## config.mk

```make
export PLATFORM = sky130hd
export DESIGN_NAME = locked_register_bank
export DESIGN_NICKNAME = d
export VERILOG_FILES = /design/src/rtl/locked_reg_pkg.sv /design/src/rtl/locked_reg_cell.sv /design/src/rtl/locked_register_bank.sv
export SDC_FILE = /design/constraint.sdc
export NUM_CORES = 1
export LEC_CHECK = 0
export BUFFER_PORTS_ARGS = -buffer_cell sky130_fd_sc_hd__buf_4
export CORE_MARGIN = 1
export CORE_UTILIZATION = 30
export CTS_CLUSTER_SIZE = 40
export DETAILED_ROUTE_END_ITERATION = 8
export GPL_TIMING_DRIVEN = 0
export HOLD_SLACK_MARGIN = 0.02
export SYNTH_ARGS = -nofsm -noshare
export SYNTH_HDL_FRONTEND = slang
export SYNTH_SLANG_ARGS = --single-unit
```

## constraint.sdc

```tcl
create_clock -name Clk -period 2.2 [get_ports Clk]
set_clock_uncertainty 0.15 [all_clocks]
set_input_delay 0.22 -clock Clk [delete_from_list [all_inputs] [get_ports Clk]]
set_output_delay 0.22 -clock Clk [all_outputs]
set_load 0.03 [all_outputs]
```

## src/rtl/locked_reg_pkg.sv

```systemverilog
// ============================================================================
// Module      : locked_reg_pkg
// Description : Shared types for the locked register bank. It defines the
//               lock FSM states, the privilege levels and the decoder that
//               turns trusted/untrusted into a privilege level.
// Revision    : 1.0 - initial release
// ============================================================================
`timescale 1ns/1ps
`default_nettype none

package locked_reg_pkg;

  typedef enum logic [0:0] {
    UNLOCKED = 1'b0,
    LOCKED   = 1'b1
  } lock_state_e;

  typedef enum logic [0:0] {
    PRIV_TRUSTED   = 1'b0,
    PRIV_UNTRUSTED = 1'b1
  } priv_e;

  // Only the single combination trusted=1 / untrusted=0 grants trust.
  // Both-high, both-low and untrusted alone all fail safe.
  function automatic priv_e decode_priv(input logic trusted, input logic untrusted);
    return (trusted && !untrusted) ? PRIV_TRUSTED : PRIV_UNTRUSTED;
  endfunction

endpackage

`default_nettype wire

```

## src/rtl/locked_reg_cell.sv

```systemverilog
// ============================================================================
// Module      : locked_reg_cell
// Description : One configuration register and its sticky lock FSM.
// Ports       : Clk, resetn    - clock, synchronous active-low reset
//               we             - write enable for this register
//               d              - write data
//               lock_req       - lock request for this register
//               priv           - decoded privilege of the requester
//               q              - register contents
//               locked         - lock state
//               blocked        - the current write is refused (combinational)
// Revision    : 1.0 - initial release
// ============================================================================
`timescale 1ns/1ps
`default_nettype none

module locked_reg_cell
  import locked_reg_pkg::*;
#(
  parameter int               WIDTH     = 16,
  parameter logic [WIDTH-1:0] RESET_VAL = '0
) (
  input  logic             Clk,
  input  logic             resetn,
  input  logic             we,
  input  logic [WIDTH-1:0] d,
  input  logic             lock_req,
  input  priv_e            priv,
  output logic [WIDTH-1:0] q,
  output logic             locked,
  output logic             blocked
);

  lock_state_e state;
  lock_state_e state_next;
  logic        commit;

  // LOCKED has no exit; only reset returns the cell to UNLOCKED.
  always_comb begin
    state_next = state;
    if (state == UNLOCKED && lock_req) begin
      state_next = LOCKED;
    end
  end

  // Qualify against the post-update lock state so that a lock arriving in
  // the same cycle as an untrusted write already blocks that write.
  always_comb begin
    commit  = we && ((state_next == UNLOCKED) || (priv == PRIV_TRUSTED));
    blocked = we && !commit;
  end

  always_ff @(posedge Clk) begin
    if (!resetn) begin
      state <= UNLOCKED;
      q     <= RESET_VAL;
    end else begin
      state <= state_next;
      if (commit) begin
        q <= d;
      end
    end
  end

  assign locked = (state == LOCKED);

endmodule

`default_nettype wire

```

## src/rtl/locked_register_bank.sv

```systemverilog
// ============================================================================
// Module      : locked_register_bank
// Description : Bank of NUM_REGS lockable configuration registers with
//               registered readback, write response pulses and tracking of
//               blocked writes.
// Ports       : Clk, resetn          - clock, synchronous active-low reset
//               write/wr_addr/Data_in - write request
//               Lock/lock_addr       - lock one register
//               lock_all             - lock every register
//               trusted/untrusted    - requester privilege
//               clr_viol             - clear viol_sticky (trusted only)
//               rd_addr/Data_out     - registered readback
//               lock_status          - per-register lock bits
//               wr_ack/wr_err        - one-cycle write responses
//               viol_count           - saturating blocked-write count
//               viol_sticky          - set by any blocked write
// Revision    : 1.0 - initial release
// ============================================================================
`timescale 1ns/1ps
`default_nettype none

module locked_register_bank
  import locked_reg_pkg::*;
#(
  parameter int               WIDTH     = 16,
  parameter int               NUM_REGS  = 4,
  parameter int               ADDR_W    = $clog2(NUM_REGS),
  parameter logic [WIDTH-1:0] RESET_VAL = '0,
  parameter int               CNT_W     = 8
) (
  input  logic              Clk,
  input  logic              resetn,
  input  logic              write,
  input  logic [ADDR_W-1:0] wr_addr,
  input  logic [WIDTH-1:0]  Data_in,
  input  logic              Lock,
  input  logic [ADDR_W-1:0] lock_addr,
  input  logic              lock_all,
  input  logic              trusted,
  input  logic              untrusted,
  input  logic              clr_viol,
  input  logic [ADDR_W-1:0] rd_addr,
  output logic [WIDTH-1:0]  Data_out,
  output logic [NUM_REGS-1:0] lock_status,
  output logic              wr_ack,
  output logic              wr_err,
  output logic [CNT_W-1:0]  viol_count,
  output logic              viol_sticky
);

  localparam logic [ADDR_W:0] NUM_REGS_W = (ADDR_W+1)'(NUM_REGS);

  priv_e                priv;
  logic                 wr_addr_ok;
  logic                 rd_addr_ok;
  logic [NUM_REGS-1:0]  cell_blocked;
  logic                 wr_blocked;
  logic                 wr_commit;
  logic [WIDTH-1:0]     q_arr [NUM_REGS];

  assign priv       = decode_priv(trusted, untrusted);
  // Address checks only matter when NUM_REGS is not a power of two.
  assign wr_addr_ok = ({1'b0, wr_addr} < NUM_REGS_W);
  assign rd_addr_ok = ({1'b0, rd_addr} < NUM_REGS_W);

  generate
    for (genvar i = 0; i < NUM_REGS; i++) begin : g_cells
      logic cell_we;
      logic cell_lock;

      // An out-of-range lock_addr never matches any index, so it is ignored.
      assign cell_we   = write && (wr_addr == ADDR_W'(i));
      assign cell_lock = lock_all || (Lock && (lock_addr == ADDR_W'(i)));

      locked_reg_cell #(
        .WIDTH     (WIDTH),
        .RESET_VAL (RESET_VAL)
      ) u_cell (
        .Clk      (Clk),
        .resetn   (resetn),
        .we       (cell_we),
        .d        (Data_in),
        .lock_req (cell_lock),
        .priv     (priv),
        .q        (q_arr[i]),
        .locked   (lock_status[i]),
        .blocked  (cell_blocked[i])
      );
    end
  endgenerate

  // A write to a non-existent register is a violation regardless of privilege.
  assign wr_blocked = (|cell_blocked) || (write && !wr_addr_ok);
  assign wr_commit  = write && !wr_blocked;

  always_ff @(posedge Clk) begin
    if (!resetn) begin
      Data_out    <= '0;
      wr_ack      <= 1'b0;
      wr_err      <= 1'b0;
      viol_count  <= '0;
      viol_sticky <= 1'b0;
    end else begin
      // Samples the pre-write register value, so read-during-write sees old data.
      Data_out <= rd_addr_ok ? q_arr[rd_addr] : '0;
      wr_ack   <= wr_commit;
      wr_err   <= wr_blocked;
      if (wr_blocked && (viol_count != {CNT_W{1'b1}})) begin
        viol_count <= viol_count + 1'b1;
      end
      // A violation in the same cycle as a clear wins.
      if (wr_blocked) begin
        viol_sticky <= 1'b1;
      end else if (clr_viol && (priv == PRIV_TRUSTED)) begin
        viol_sticky <= 1'b0;
      end
    end
  end

endmodule

`default_nettype wire
```

==> reports/qor.yml <==
drive_gt1_frac: 0.248
layout.cells.most_common: "dfxtp_1"
cts_root_buf: "clkbuf_16"
worst_path_largest_cell_delay_ps: 430
die_w_um: 116
syn_inst: 355
fillers: 1278
tritoncts: "yes"
fin_nets: 473
antenna_cells: 0
cts_buffer_depth: 2
cp_top_family: "simple AND/OR/NAND/NOR gates"
cts_setup_buffers: 0
crit_path_frequent_cell: "nor2_1"
start_kind: "flop"
synth_area_per_cell_um2: 11.0
hold_path.class: "input port to flop"
clk_pin_slew_ps: 60
regArea_um2: 1900
netlist_top_cells_area: "dfxtp_1 49%, mux2i_1 18%, mux4_2 9.3%, nor2_1 6.7%, and2_1 2.6%"
vias_per_cell: 4.63
dieHeight_um: 116
min_from: "resetn"
drv_cap: 0
power.leakage_nw: 2.03
gp_congestion: 0.789
drt-wirelength-per-cell_um: 14.5
syn-num-nets: 386
start_util: 0.308
worstReg2RegStart: "g_cells[1].u_cell.locked"
clk_latency_ps: 340
overflow: 0
fin_crit_sh: 0.876
slew-limit-headroom: 0.530
hpwl_um: 6250
cp-end-kind: "flop"
antenna_found_initial: 0
rsz0062_at_grt: "no"
finalHoldViolCount: 0
vias: 2864
rows: 41
syn_area_um2: 3890
cts_sinks: 95
r2r-end: "g_cells[1].u_cell.q[10]"
core_um2: 12600
synth_cell_types: 37
p_per_area_nw_per_um2: 736
tightest_slew_ps: 705
areaGrowthSynthToFinish_pct: 29.2
reg2reg_depth: 6
synth_edf_count: 0
routed_wl_um: 8990
holdPathEnd: "g_cells[2].u_cell.locked"
final_max_slew_viol_count: 0
grt_first_pass_wirelength_um: 14200
critPathMaxFanout: 10
outcome: "finished clean"
critPathSlowestCell: "nor3_4"
ys_seq_elements: 95
pin_count: 61
cp.buffers_inverters: 1
htreeDepth: 3
worstSetupPathType: "flop to flop"
dr.pass1.iters: 4
hold_depth: 3
drt_drc_violations_left: 0
yosysWarnings: 0
cts_inserted_buffers: 9
synth_top_area_share: 0.489
ir_drop_mv: 0.358
synth_top_flop_cell: "dfxtp_1"
critPathRequiredTime_ps: 2260
post-place-cells: 585
async_reset_ff_frac: 0
fin_cells: 619
numPortBuffers: 58
multi_input_area_um2: 1860
die_area_um2: 13400
grt_max_degree: 15
grt_usage: 0.143
cp_cell_sequence: "nor2_1 > a21oi_1 > nor3_4 > buf_4 > mux2i_1 > nor2_1"
grt_pass1_vias: 2834
period_needed_ps: 1930
setup-tns-final_ps: 0
antenna_left: 0
r2r_slack_ps: 270
finalSetupViolCount: 0
drt-initial-drc-count: 153
max_freq_ghz: 0.519
seq_area_frac_synth: 0.489
crit_arrival_ps: 1990
layout_common_cells: "95 x dfxtp_1, 69 x nor2_1, 69 x mux2i_1, 64 x buf_4, 18 x dlygate4sd3_1"
synth_area_leader_cell: "dfxtp_1"
## tightest hold or removal path, cell delays in order
cell and delay [ps]:
buf_4 90, inv_2 80, a21oi_1 110
## timing repair
item,in CTS,in global routing
gates resized for setup,0,2
hold buffers,18,0
endpoints found under the setup margin,0,17
hold endpoints to repair,63,0
## per-layer routing
layer,track usage,vias to the layer above,share of wire
li1,-,1411,-
met1,0.175,1378,0.45
met2,0.239,64,0.48
met3,0.0314,11,0.049
met4,0.0709,0,0.019
met5,0,-,0
## registers in the layout, summed over array words and instances, names as in the netlist
signal,flops
wr_err,1
wr_ack,1
g_cells.u_cell.locked,4
Data_out,16
viol_count,8
g_cells.u_cell.q,64
viol_sticky,1
## synthesized netlist by cell type (3+ instances only)
library cell,number
dfxtp_1,95
nor2_1,69
a21oi_1,13
nand2_1,10
nand2b_1,5
mux2i_1,69
clkbuf_1,12
mux4_2,16
buf_6,3
and2_1,16
nand3_1,9
buf_4,6
## worst max-delay path by stage
stage                                    to  cells after the start                     start  slack [ps]
detailed placement   g_cells[2].u_cell.q[1]                      7                 untrusted         -20
CTS                  g_cells[2].u_cell.q[1]                      6  g_cells[2].u_cell.locked          90
finish              g_cells[1].u_cell.q[10]                      6  g_cells[1].u_cell.locked         270
global route        g_cells[1].u_cell.q[11]                      6  g_cells[1].u_cell.locked          90
global placement    g_cells[3].u_cell.q[13]                      7                 untrusted          20
floorplan                     viol_count[2]                      5             viol_count[2]         310
## power breakdown
part / switching, mW / internal [mW] / total (mW) / leakage, nW
Clock: 0.627 / 0.906 / 1.53 / 0.146
Combinational: 0.203 / 0.172 / 0.375 / 1.11
Sequential: 0.0238 / 1.76 / 1.79 / 0.770
Total: 0.855 / 2.84 / 3.70 / 2.03
## cells by family after synthesis
| group | share of synthesized area |
|---|---|
| simple gates | 0.161 |
| flops | 0.489 |
| mux | 0.270 |
| buf+inv | 0.0363 |
| compound gates | 0.0399 |
| fa+ha+maj | 0.00322 |
## final cells by class
| type | instances | area share |
|---|---|---|
| plain buffers | 23 | 0.0266 |
| clock buffers | 12 | 0.0491 |
| clock inverters | 4 | 0.00896 |
| inverters | 2 | 0.00149 |
| multi-input cells | 235 | 0.370 |
| flip-flops and latches | 95 | 0.378 |
| well taps | 172 | 0.0428 |
| repair buffers | 76 | 0.123 |
## through the flow
step | setup WS (ps) | area (um^2) | total power, mW | hold slack (ps) | util
global placement | 15.2 | 4540 | 2.17 | 303 | 0.360
CTS | 86.0 | 5010 | 3.75 | 36.1 | 0.397
detailed placement | -17.0 | 4540 | 2.18 | 300 | 0.360
finish | 272 | 5020 | 3.70 | 44.9 | 0.398
floorplan | 314 | 3890 | 2.04 | 214 | -
global route | 87.2 | 5020 | 3.85 | 68.9 | 0.398
Note: power is estimated with default switching activity, not from simulation.
